==> config.mk <==
export PLATFORM = sky130hd
export DESIGN_NAME = rx_frame_controller
export DESIGN_NICKNAME = d
export VERILOG_FILES = /design/src/rtl/uart_pkg.sv /design/src/rtl/rx_sync2.sv /design/src/rtl/rx_frame_controller.sv
export SDC_FILE = /design/constraint.sdc
export NUM_CORES = 1
export LEC_CHECK = 0
export CORE_AREA = 2 2 62 64
export DETAILED_ROUTE_END_ITERATION = 8
export DIE_AREA = 0 0 64 66
export PLACE_DENSITY = 0.69
export SYNTH_ARGS = -nofsm -noshare
export SYNTH_HDL_FRONTEND = slang
export SYNTH_SLANG_ARGS = --single-unit
==> constraint.sdc <==
create_clock -name clk -period 1.69 [get_ports clk]
set_clock_uncertainty 0.05 [all_clocks]
set_input_delay 0.338 -clock clk [delete_from_list [all_inputs] [get_ports clk]]
set_output_delay 0.338 -clock clk [all_outputs]
set_load 0.005 [all_outputs]
==> src/rtl/uart_pkg.sv <==
`timescale 1ns/1ps
`default_nettype none
// ============================================================================
// Module      : uart_pkg
// Description : Shared definitions for the UART receive path: receiver FSM
//               state encoding, default frame geometry and the parity-select
//               encoding used on the parity_odd input.
// Ports       : none (package)
// Revision    : 1.0 - initial release
// ============================================================================
package uart_pkg;

  // Default frame geometry
  localparam int c_OVERSAMPLE_DEF = 16;  // baud_tick pulses per bit period
  localparam int c_DATA_BITS_DEF  = 8;   // data bits per frame, LSB first

  // Parity-select encoding on parity_odd
  localparam logic c_PARITY_EVEN = 1'b0;
  localparam logic c_PARITY_ODD  = 1'b1;

  // Receiver FSM states
  typedef enum logic [2:0] {
    ST_IDLE   = 3'd0,
    ST_START  = 3'd1,
    ST_DATA   = 3'd2,
    ST_PARITY = 3'd3,
    ST_STOP   = 3'd4
  } rx_state_e;

endpackage
`default_nettype wire

==> src/rtl/rx_sync2.sv <==
`timescale 1ns/1ps
`default_nettype none
// ============================================================================
// Module      : rx_sync2
// Description : Two-flop synchronizer for the asynchronous serial line. Both
//               flops reset to 1 (line idle level).
// Ports       : clk   - clock
//               reset - synchronous active-high reset
//               d_i   - asynchronous input
//               q_o   - synchronized output (two clk latency)
// Revision    : 1.0 - initial release
// ============================================================================
module rx_sync2 (
  input  logic clk,
  input  logic reset,
  input  logic d_i,
  output logic q_o
);

  logic meta_q;
  logic sync_q;

  always_ff @(posedge clk) begin
    if (reset) begin
      meta_q <= 1'b1;
      sync_q <= 1'b1;
    end else begin
      meta_q <= d_i;
      sync_q <= meta_q;
    end
  end

  assign q_o = sync_q;

endmodule
`default_nettype wire

==> src/rtl/rx_frame_controller.sv <==
`timescale 1ns/1ps
`default_nettype none
// ============================================================================
// Module      : rx_frame_controller
// Description : UART receive framer. Detects a start edge, samples each bit
//               at mid-bit using an OVERSAMPLE-rate baud_tick, checks parity
//               and stop bit, and reports each frame with a one-clk rx_valid.
// Ports       : clk          - clock, rising edge
//               reset        - synchronous active-high reset
//               baud_tick    - one-clk strobe at OVERSAMPLE x baud rate
//               rxin         - asynchronous serial line, idle high
//               parity_odd   - 0 even / 1 odd parity, sampled at frame start
//               rxdataout    - received data, held until next rx_valid
//               rx_valid     - one-clk frame-complete pulse
//               parityerror  - parity mismatch on last frame
//               stopbiterror - stop bit sampled low on last frame
//               busy         - high whenever the FSM is not idle
// Revision    : 1.0 - initial release
// ============================================================================
module rx_frame_controller
  import uart_pkg::*;
#(
  parameter int OVERSAMPLE = c_OVERSAMPLE_DEF,  // power of two, >= 4
  parameter int DATA_BITS  = c_DATA_BITS_DEF,   // >= 2
  parameter int PARITY_EN  = 1
) (
  input  logic                 clk,
  input  logic                 reset,
  input  logic                 baud_tick,
  input  logic                 rxin,
  input  logic                 parity_odd,
  output logic [DATA_BITS-1:0] rxdataout,
  output logic                 rx_valid,
  output logic                 parityerror,
  output logic                 stopbiterror,
  output logic                 busy
);

  localparam int TW = $clog2(OVERSAMPLE);
  localparam int BW = $clog2(DATA_BITS);
  localparam logic [TW-1:0] c_TICK_MID  = TW'(OVERSAMPLE / 2 - 1);
  localparam logic [TW-1:0] c_TICK_LAST = TW'(OVERSAMPLE - 1);
  localparam logic [BW-1:0] c_BIT_LAST  = BW'(DATA_BITS - 1);

  logic line;

  rx_sync2 u_sync (
    .clk   (clk),
    .reset (reset),
    .d_i   (rxin),
    .q_o   (line)
  );

  rx_state_e            state_q, state_d;
  logic [TW-1:0]        tick_q, tick_d;
  logic [BW-1:0]        bit_q, bit_d;
  logic [DATA_BITS-1:0] shift_q, shift_d;
  logic                 par_odd_q, par_odd_d;
  logic                 perr_pend_q, perr_pend_d;
  logic                 wait_high_q, wait_high_d;
  logic                 line_prev_q;
  logic [1:0]           settle_q;
  logic [DATA_BITS-1:0] rxdata_q, rxdata_d;
  logic                 rx_valid_q, rx_valid_d;
  logic                 perr_q, perr_d;
  logic                 serr_q, serr_d;

  // State register
  always_ff @(posedge clk) begin
    if (reset) state_q <= ST_IDLE;
    else       state_q <= state_d;
  end

  // Next-state and datapath update
  always_comb begin
    state_d     = state_q;
    tick_d      = tick_q;
    bit_d       = bit_q;
    shift_d     = shift_q;
    par_odd_d   = par_odd_q;
    perr_pend_d = perr_pend_q;
    wait_high_d = wait_high_q;
    rxdata_d    = rxdata_q;
    rx_valid_d  = 1'b0;
    perr_d      = perr_q;
    serr_d      = serr_q;

    case (state_q)
      ST_IDLE: begin
        // The synchronizer flops power up high, so a high line only counts
        // once they have been refilled from rxin; otherwise a line held low
        // through reset would look like a falling edge. The same flag holds
        // off new frames after a break until the line is seen high.
        if (settle_q[1] && line) wait_high_d = 1'b0;
        if (!wait_high_q && line_prev_q && !line) begin
          state_d   = ST_START;
          tick_d    = '0;
          par_odd_d = (parity_odd == c_PARITY_ODD) ? c_PARITY_ODD : c_PARITY_EVEN;
        end
      end

      ST_START: begin
        if (baud_tick) begin
          if (tick_q == c_TICK_MID) begin
            tick_d  = '0;
            bit_d   = '0;
            state_d = line ? ST_IDLE : ST_DATA;  // high at mid-bit = glitch
          end else begin
            tick_d = tick_q + 1'b1;
          end
        end
      end

      ST_DATA: begin
        if (baud_tick) begin
          tick_d = tick_q + 1'b1;
          // Counter was zeroed at mid-start, so OVERSAMPLE-1 is mid-bit.
          if (tick_q == c_TICK_LAST) begin
            tick_d  = '0;
            shift_d = {line, shift_q[DATA_BITS-1:1]};
            bit_d   = bit_q + 1'b1;
            if (bit_q == c_BIT_LAST) begin
              bit_d       = '0;
              perr_pend_d = 1'b0;
              state_d     = (PARITY_EN != 0) ? ST_PARITY : ST_STOP;
            end
          end
        end
      end

      ST_PARITY: begin
        if (baud_tick) begin
          tick_d = tick_q + 1'b1;
          if (tick_q == c_TICK_LAST) begin
            tick_d      = '0;
            perr_pend_d = (^shift_q) ^ line ^ par_odd_q;
            state_d     = ST_STOP;
          end
        end
      end

      ST_STOP: begin
        if (baud_tick) begin
          tick_d = tick_q + 1'b1;
          if (tick_q == c_TICK_LAST) begin
            tick_d     = '0;
            state_d    = ST_IDLE;
            rx_valid_d = 1'b1;
            perr_d     = (PARITY_EN != 0) ? perr_pend_q : 1'b0;
            if (line) begin
              serr_d   = 1'b0;
              rxdata_d = shift_q;
            end else begin
              serr_d      = 1'b1;
              rxdata_d    = '0;
              wait_high_d = 1'b1;
            end
          end
        end
      end

      default: state_d = ST_IDLE;
    endcase
  end

  // Datapath registers
  always_ff @(posedge clk) begin
    if (reset) begin
      tick_q      <= '0;
      bit_q       <= '0;
      shift_q     <= '0;
      par_odd_q   <= 1'b0;
      perr_pend_q <= 1'b0;
      wait_high_q <= 1'b1;
      line_prev_q <= 1'b1;
      settle_q    <= 2'b00;
      rxdata_q    <= '0;
      rx_valid_q  <= 1'b0;
      perr_q      <= 1'b0;
      serr_q      <= 1'b0;
    end else begin
      tick_q      <= tick_d;
      bit_q       <= bit_d;
      shift_q     <= shift_d;
      par_odd_q   <= par_odd_d;
      perr_pend_q <= perr_pend_d;
      wait_high_q <= wait_high_d;
      line_prev_q <= line;
      settle_q    <= {settle_q[0], 1'b1};
      rxdata_q    <= rxdata_d;
      rx_valid_q  <= rx_valid_d;
      perr_q      <= perr_d;
      serr_q      <= serr_d;
    end
  end

  // Output decode
  always_comb begin
    busy = (state_q != ST_IDLE);
  end

  assign rxdataout    = rxdata_q;
  assign rx_valid     = rx_valid_q;
  assign parityerror  = perr_q;
  assign stopbiterror = serr_q;

endmodule
`default_nettype wire

-- Word-level counts from Yosys, hierarchy flattened
Index checks and enable logic that the tools add are counted.
- register bits: 37
- bits of input ports: 5
- output and inout bits: 12
- logic and storage cells: 104
- $add $sub $neg: 2
- equal/unequal tests: 20
- muxes and demuxes: 40
- bitwise gates (word level): 4
- reductions and logical operators: 22
- operators with widths (operator ; count):
    $mux W3 ; 15
    $ne A2 B2 Y1 const B ; 12
    $mux W4 ; 5
    $pmux W3 S5 ; 1
    $mux W1 ; 13
    $pmux W4 S3 ; 1
    $reduce_and A10 Y1 ; 1
    $reduce_and A5 Y1 ; 2
    $mux W8 ; 1
    $reduce_xor A8 Y1 ; 1
    $eq A3 B2 Y1 const B ; 2
    $eq A3 B3 Y1 const B ; 2
    $pmux W3 S2 ; 1
    $reduce_and A3 Y1 ; 2
    $reduce_and A6 Y1 ; 1
    $reduce_bool A2 Y1 ; 3
    $reduce_bool A3 Y1 ; 2
    $reduce_or A3 Y1 ; 2
    $add A4 B1 Y4 const B ; 1
    $eq A4 B3 Y1 const B ; 1
    $eq A4 B4 Y1 const B ; 1
    $pmux W1 S2 ; 2
    $reduce_and A4 Y1 ; 1
    $add A3 B1 Y3 const B ; 1
    other kinds (9) ; 14

-- Depth between registers and ports, before layout
- word-level depth: 6
- gate-level depth with buffers: 7
- depth with buffers taken out: 7

-- By module
A second synthesis with hierarchy kept.
- cell total of the unflattened synthesis: 186
- area total of the unflattened synthesis: 1670.4 um^2
- modules (own cells, without submodules) (module ; times used ; cells an instance ; area each (um^2) ; sequential area each (um^2)):
    rx_frame_controller ; 1 ; 182 ; 1617.8 ; 700.7
    rx_sync2 ; 1 ; 4 ; 52.6 ; 40.0

-- Worst setup path before layout
No wires, ideal clock.
- path type: register -> register
- from: register tick_q[0]
- to: register wait_high_q
- library setup time: 120 ps
- data arrival time: 1371 ps
- required time: 1520 ps
- setup slack: 149 ps
- stages on the path, launching flop included: 7
- path buffers: 0
- clock period less this slack: 1541 ps
- cells stage by stage: dfxtp_1 ha_1 and4_1 nand2_2 o21ai_0 nand2_1 a211o_1
- cells in the longest elaborated chain, start to end: 3
- RTL lines (item ; line ; RTL):
    start, declared ; rx_frame_controller.sv:55 ; logic [TW-1:0] tick_q, tick_d;
    start signal, assigned ; rx_frame_controller.sv:182 ; tick_q <= tick_d;
    $eq A4 B4 Y1 ; rx_frame_controller.sv:145 ; if (tick_q == c_TICK_LAST) begin
    $ne A2 B2 Y1 (no line) ; -- ;
    $reduce_and A5 Y1 (no line) ; -- ;
    end signal, assigned ; rx_frame_controller.sv:187 ; wait_high_q <= wait_high_d;
    end, declared ; rx_frame_controller.sv:60 ; logic wait_high_q, wait_high_d;
Every way passes these cells.
A chain may end at the register's enable or synchronous reset.

-- Worst setup path in the final report
- from: register wait_high_q
- to: register state_q[0]
- cells in the longest elaborated chain, start to end: 5
- RTL lines (item ; line ; RTL):
    $logic_not A1 Y1 ; rx_frame_controller.sv:95 ; if (!wait_high_q && line_prev_q && !line) begin
    $logic_and A1 B1 Y1 (2 in series) ; rx_frame_controller.sv:95 ;
    $ne A2 B2 Y1 (no line) ; -- ;
    $reduce_and A10 Y1 (no line) ; -- ;
    end signal, assigned ; rx_frame_controller.sv:71 ; else state_q <= state_d;
    end, declared ; rx_frame_controller.sv:54 ; rx_state_e state_q, state_d;
Every way passes these cells.

==> results_dict.tcl <==
set metrics [dict create \
    critPathMaxFanout 3 \
    grt-busiest-layer "met2" \
    antenna_cells 0 \
    final_net_count 239 \
    holdPathStages 1 \
    finalSetupViolations 0 \
    p_leak_nw 0.8748 \
    antenna_found_initial 0 \
    clk_latency_ns 0.34 \
    place_congestion 0.8713 \
    grt_util_met2_pct 30.21 \
    slew_headroom_pct 76.26 \
    power.density_nw_per_um2 713.6 \
    grt_max_degree 17 \
    ios 17 \
    slew_viol_final 0 \
    min_from "u_sync.meta_q" \
    drtIter0Drc 124 \
    yosysWarningCount 0 \
    overflow 0 \
    synth.distinct_cells 44 \
    yosysTopAreaCellShare_pct 43.37 \
    drc 0 \
    clock_sinks 37 \
    timing.final.crit_share_pct 95.54 \
    whs_endpoint "u_sync.q_o" \
    grtUsageMet3_pct 4.259 \
    drive_above_1_share_pct 25.00 \
    syn_to_final_growth_pct 29.08 \
    grt_use_total_pct 18.64 \
    tightest_slew_ns 0.3545 \
    finish.utilization_pct 62.09 \
    vias 1466 \
    status "complete, no violations" \
    reg2reg_depth 5 \
    synth_area_leader_cell "dfxtp_1" \
    first_pass_iters 5 \
    ant_nets 0 \
    via_per_inst 5.236 \
    cts_made_buffers 5 \
    regToRegSetupSlack_ns 0.08 \
    avgSynthCellArea_sq_um 8.849 \
    r2r-start "wait_high_q" \
    cts_buffer_depth 2 \
    path_clk_slew_ns 0.12 \
    cp-end-kind "flop" \
    grt_pass1_wl_um 6113 \
    rsz0062_at_grt "yes" \
    hpwl_um 2642 \
    cap_violations 0 \
    initial_core_util_pct 48.10 \
    required_ns 1.87 \
    cts_tree "built" \
    synth.net_count 201 \
    cts_root_buffer "clkbuf_4" \
    start_kind "flop" \
    vdd_ir_drop_max_mv 0.4355 \
    r2r-end "state_q[0]" \
    routed_wl_um 3577 \
    cts_hold_buf 0 \
    hold_viol_final 0 \
    core_area_sq_um 3551 \
    hold_path_class "reg2reg" \
    yosysSeqAreaShare_pct 43.37 \
    arrival_ns 1.80 \
    cts_max_level 2 \
    wire_per_inst_um 12.78 \
    die_x_um 64 \
    synth_flop_cell "dfxtp_1" \
    grt_pass1_vias 1421 \
    crit_type "reg2reg" \
    die-area_sq_um 4224 \
    synthesis.instances 193 \
    syn-cell-area_sq_um 1708 \
    ys_ff_latch 37 \
    use_met1_pct 23.72 \
    min_period_ns 1.615 \
    io_buffer_count 16 \
    max_stage_delay_ns 0.43 \
    cp_slowest_cell "or3b_1" \
    fmax_mhz 619.4 \
    hold-worst-slack_ns 0.3731 \
    synth-edff-count 0 \
    synthArstFlopShare_pct 0 \
    die_h_um 66 \
    rows 22 \
    n_fill_cell 306 \
    cp_cell_sequence "or3b_1 > a22oi_1 > and3_1 > mux2i_1 > nor2_1" \
    synth_area_leaders "dfxtp_1 43%, mux2i_1 5.3%, xnor2_1 5.1%" \
]
worst max-delay path by stage:
stage / slack [ns] / cells after the start / start / end
after detailed placement: -0.25 / 6 / baud_tick / shift_q[3]
final: 0.08 / 5 / wait_high_q / state_q[0]
after global routing: -0.009 / 7 / state_q[1] / bit_q[0]
after global placement: -0.20 / 6 / baud_tick / shift_q[7]
after floorplan: 0.15 / 6 / tick_q[0] / wait_high_q
after CTS: -0.04 / 7 / state_q[1] / bit_q[0]
timing repair:
action | 4_1_cts | 5_1_grt
setup endpoints to repair | 2 | 25
pin swaps | 0 | 5
setup buffers | 2 | 2
gates cloned | 0 | 0
endpoints found under the hold margin | 0 | 0
gates resized for setup | 9 | 17
placed cells by master, fill, tap and decap left out, types with 2 or more instances in the layout:
cell type,n
mux2i_1,9
buf_4,23
nor2_1,20
dfxtp_1,31
nand2_1,21
xnor2_1,9
clkdlybuf4s50_1,15
dfxtp_4,4
nor2b_1,3
nand3_1,15
nand2b_1,5
a21oi_1,17
o21ai_1,2
nor3_4,2
o21ai_0,3
or2_2,2
inv_1,3
nand3b_1,2
nor2_2,2
buf_6,2
ha_1,2
clkbuf_4,5
dfxtp_2,2
final cells by class:
class | count | area (sq um) | share of cell area [%]
clock buffer | 6 | 51.30 | 2.327
inverter | 4 | 15.01 | 0.6810
timing repair buffer | 42 | 370.4 | 16.80
sequential | 37 | 758.2 | 34.39
tap | 48 | 60.06 | 2.724
multi-input combinational | 141 | 935.9 | 42.45
clock inverter | 2 | 13.76 | 0.6243
kinds of logic after synthesis:
logic type,after synthesis,share of synthesized area (%)
and+or+nand+nor,85,26.89
DFF,37,43.37
AOI/OAI and AO/OA,34,12.38
buffers and inverters,15,4.761
xor gates and xnor gates,10,5.128
muxes,9,5.275
adders and majority gates,3,2.198
per-stage QoR:
stage	instances	total power [mW]	worst slack, ns	instance area (sq um)	TNS, ns
after floorplan	193	1.016	0.1495	1708	0
after global placement	268	1.073	-0.2044	2039	-3.215
after detailed placement	268	1.076	-0.2533	2039	-3.935
after CTS	278	1.577	-0.03866	2138	-0.05666
after global routing	280	1.649	-0.008511	2205	-0.008511
final	280	1.573	0.07541	2205	0
sequential cells by signal (all words and copies together), names as in the netlist, 2 cells and up:
register and cells:
rxdataout 8, state_q 3, settle_q 2, shift_q 8, bit_q 3, tick_q 4
power breakdown:
part	switching (mW)	internal (mW)	total, mW
clock network	0.290	0.203	0.493
registers	0.00833	0.881	0.890
logic	0.101	0.0893	0.190
total	0.400	1.17	1.57
per-layer routing:
layer / share of wire (%) / wire length [um] / vias up
met4: 1.3 / 46 / 0
met3: 4.5 / 160 / 5
met1: 45 / 1602 / 692
met5: 0 / 0 / -
met2: 49 / 1767 / 29
li1: - / - / 740
cell usage after synthesis (2+ instances only):
library cell  count
buf_4             2
nand2_1          21
nor2b_1           4
buf_2             2
ha_1              3
or2_2             2
o21ai_1           2
o21ai_0           3
xnor2_1          10
nand3_1          15
buf_6             2
nand2b_1          5
nand3b_1          2
dfxtp_1          37
mux2i_1           9
a21oi_1          17
inv_1             4
nor3b_2           2
nor2_1           22
clkbuf_1          5
worst max-delay path: cells and delay by family (launching register included):
family / cells / cell delay (ns)
AOI/OAI and AO/OA: 1 / 0.22
DFF: 1 / 0.33
muxes: 1 / 0.19
and+or+nand+nor: 3 / 0.71
Note: power is estimated with default switching activity, not from simulation.
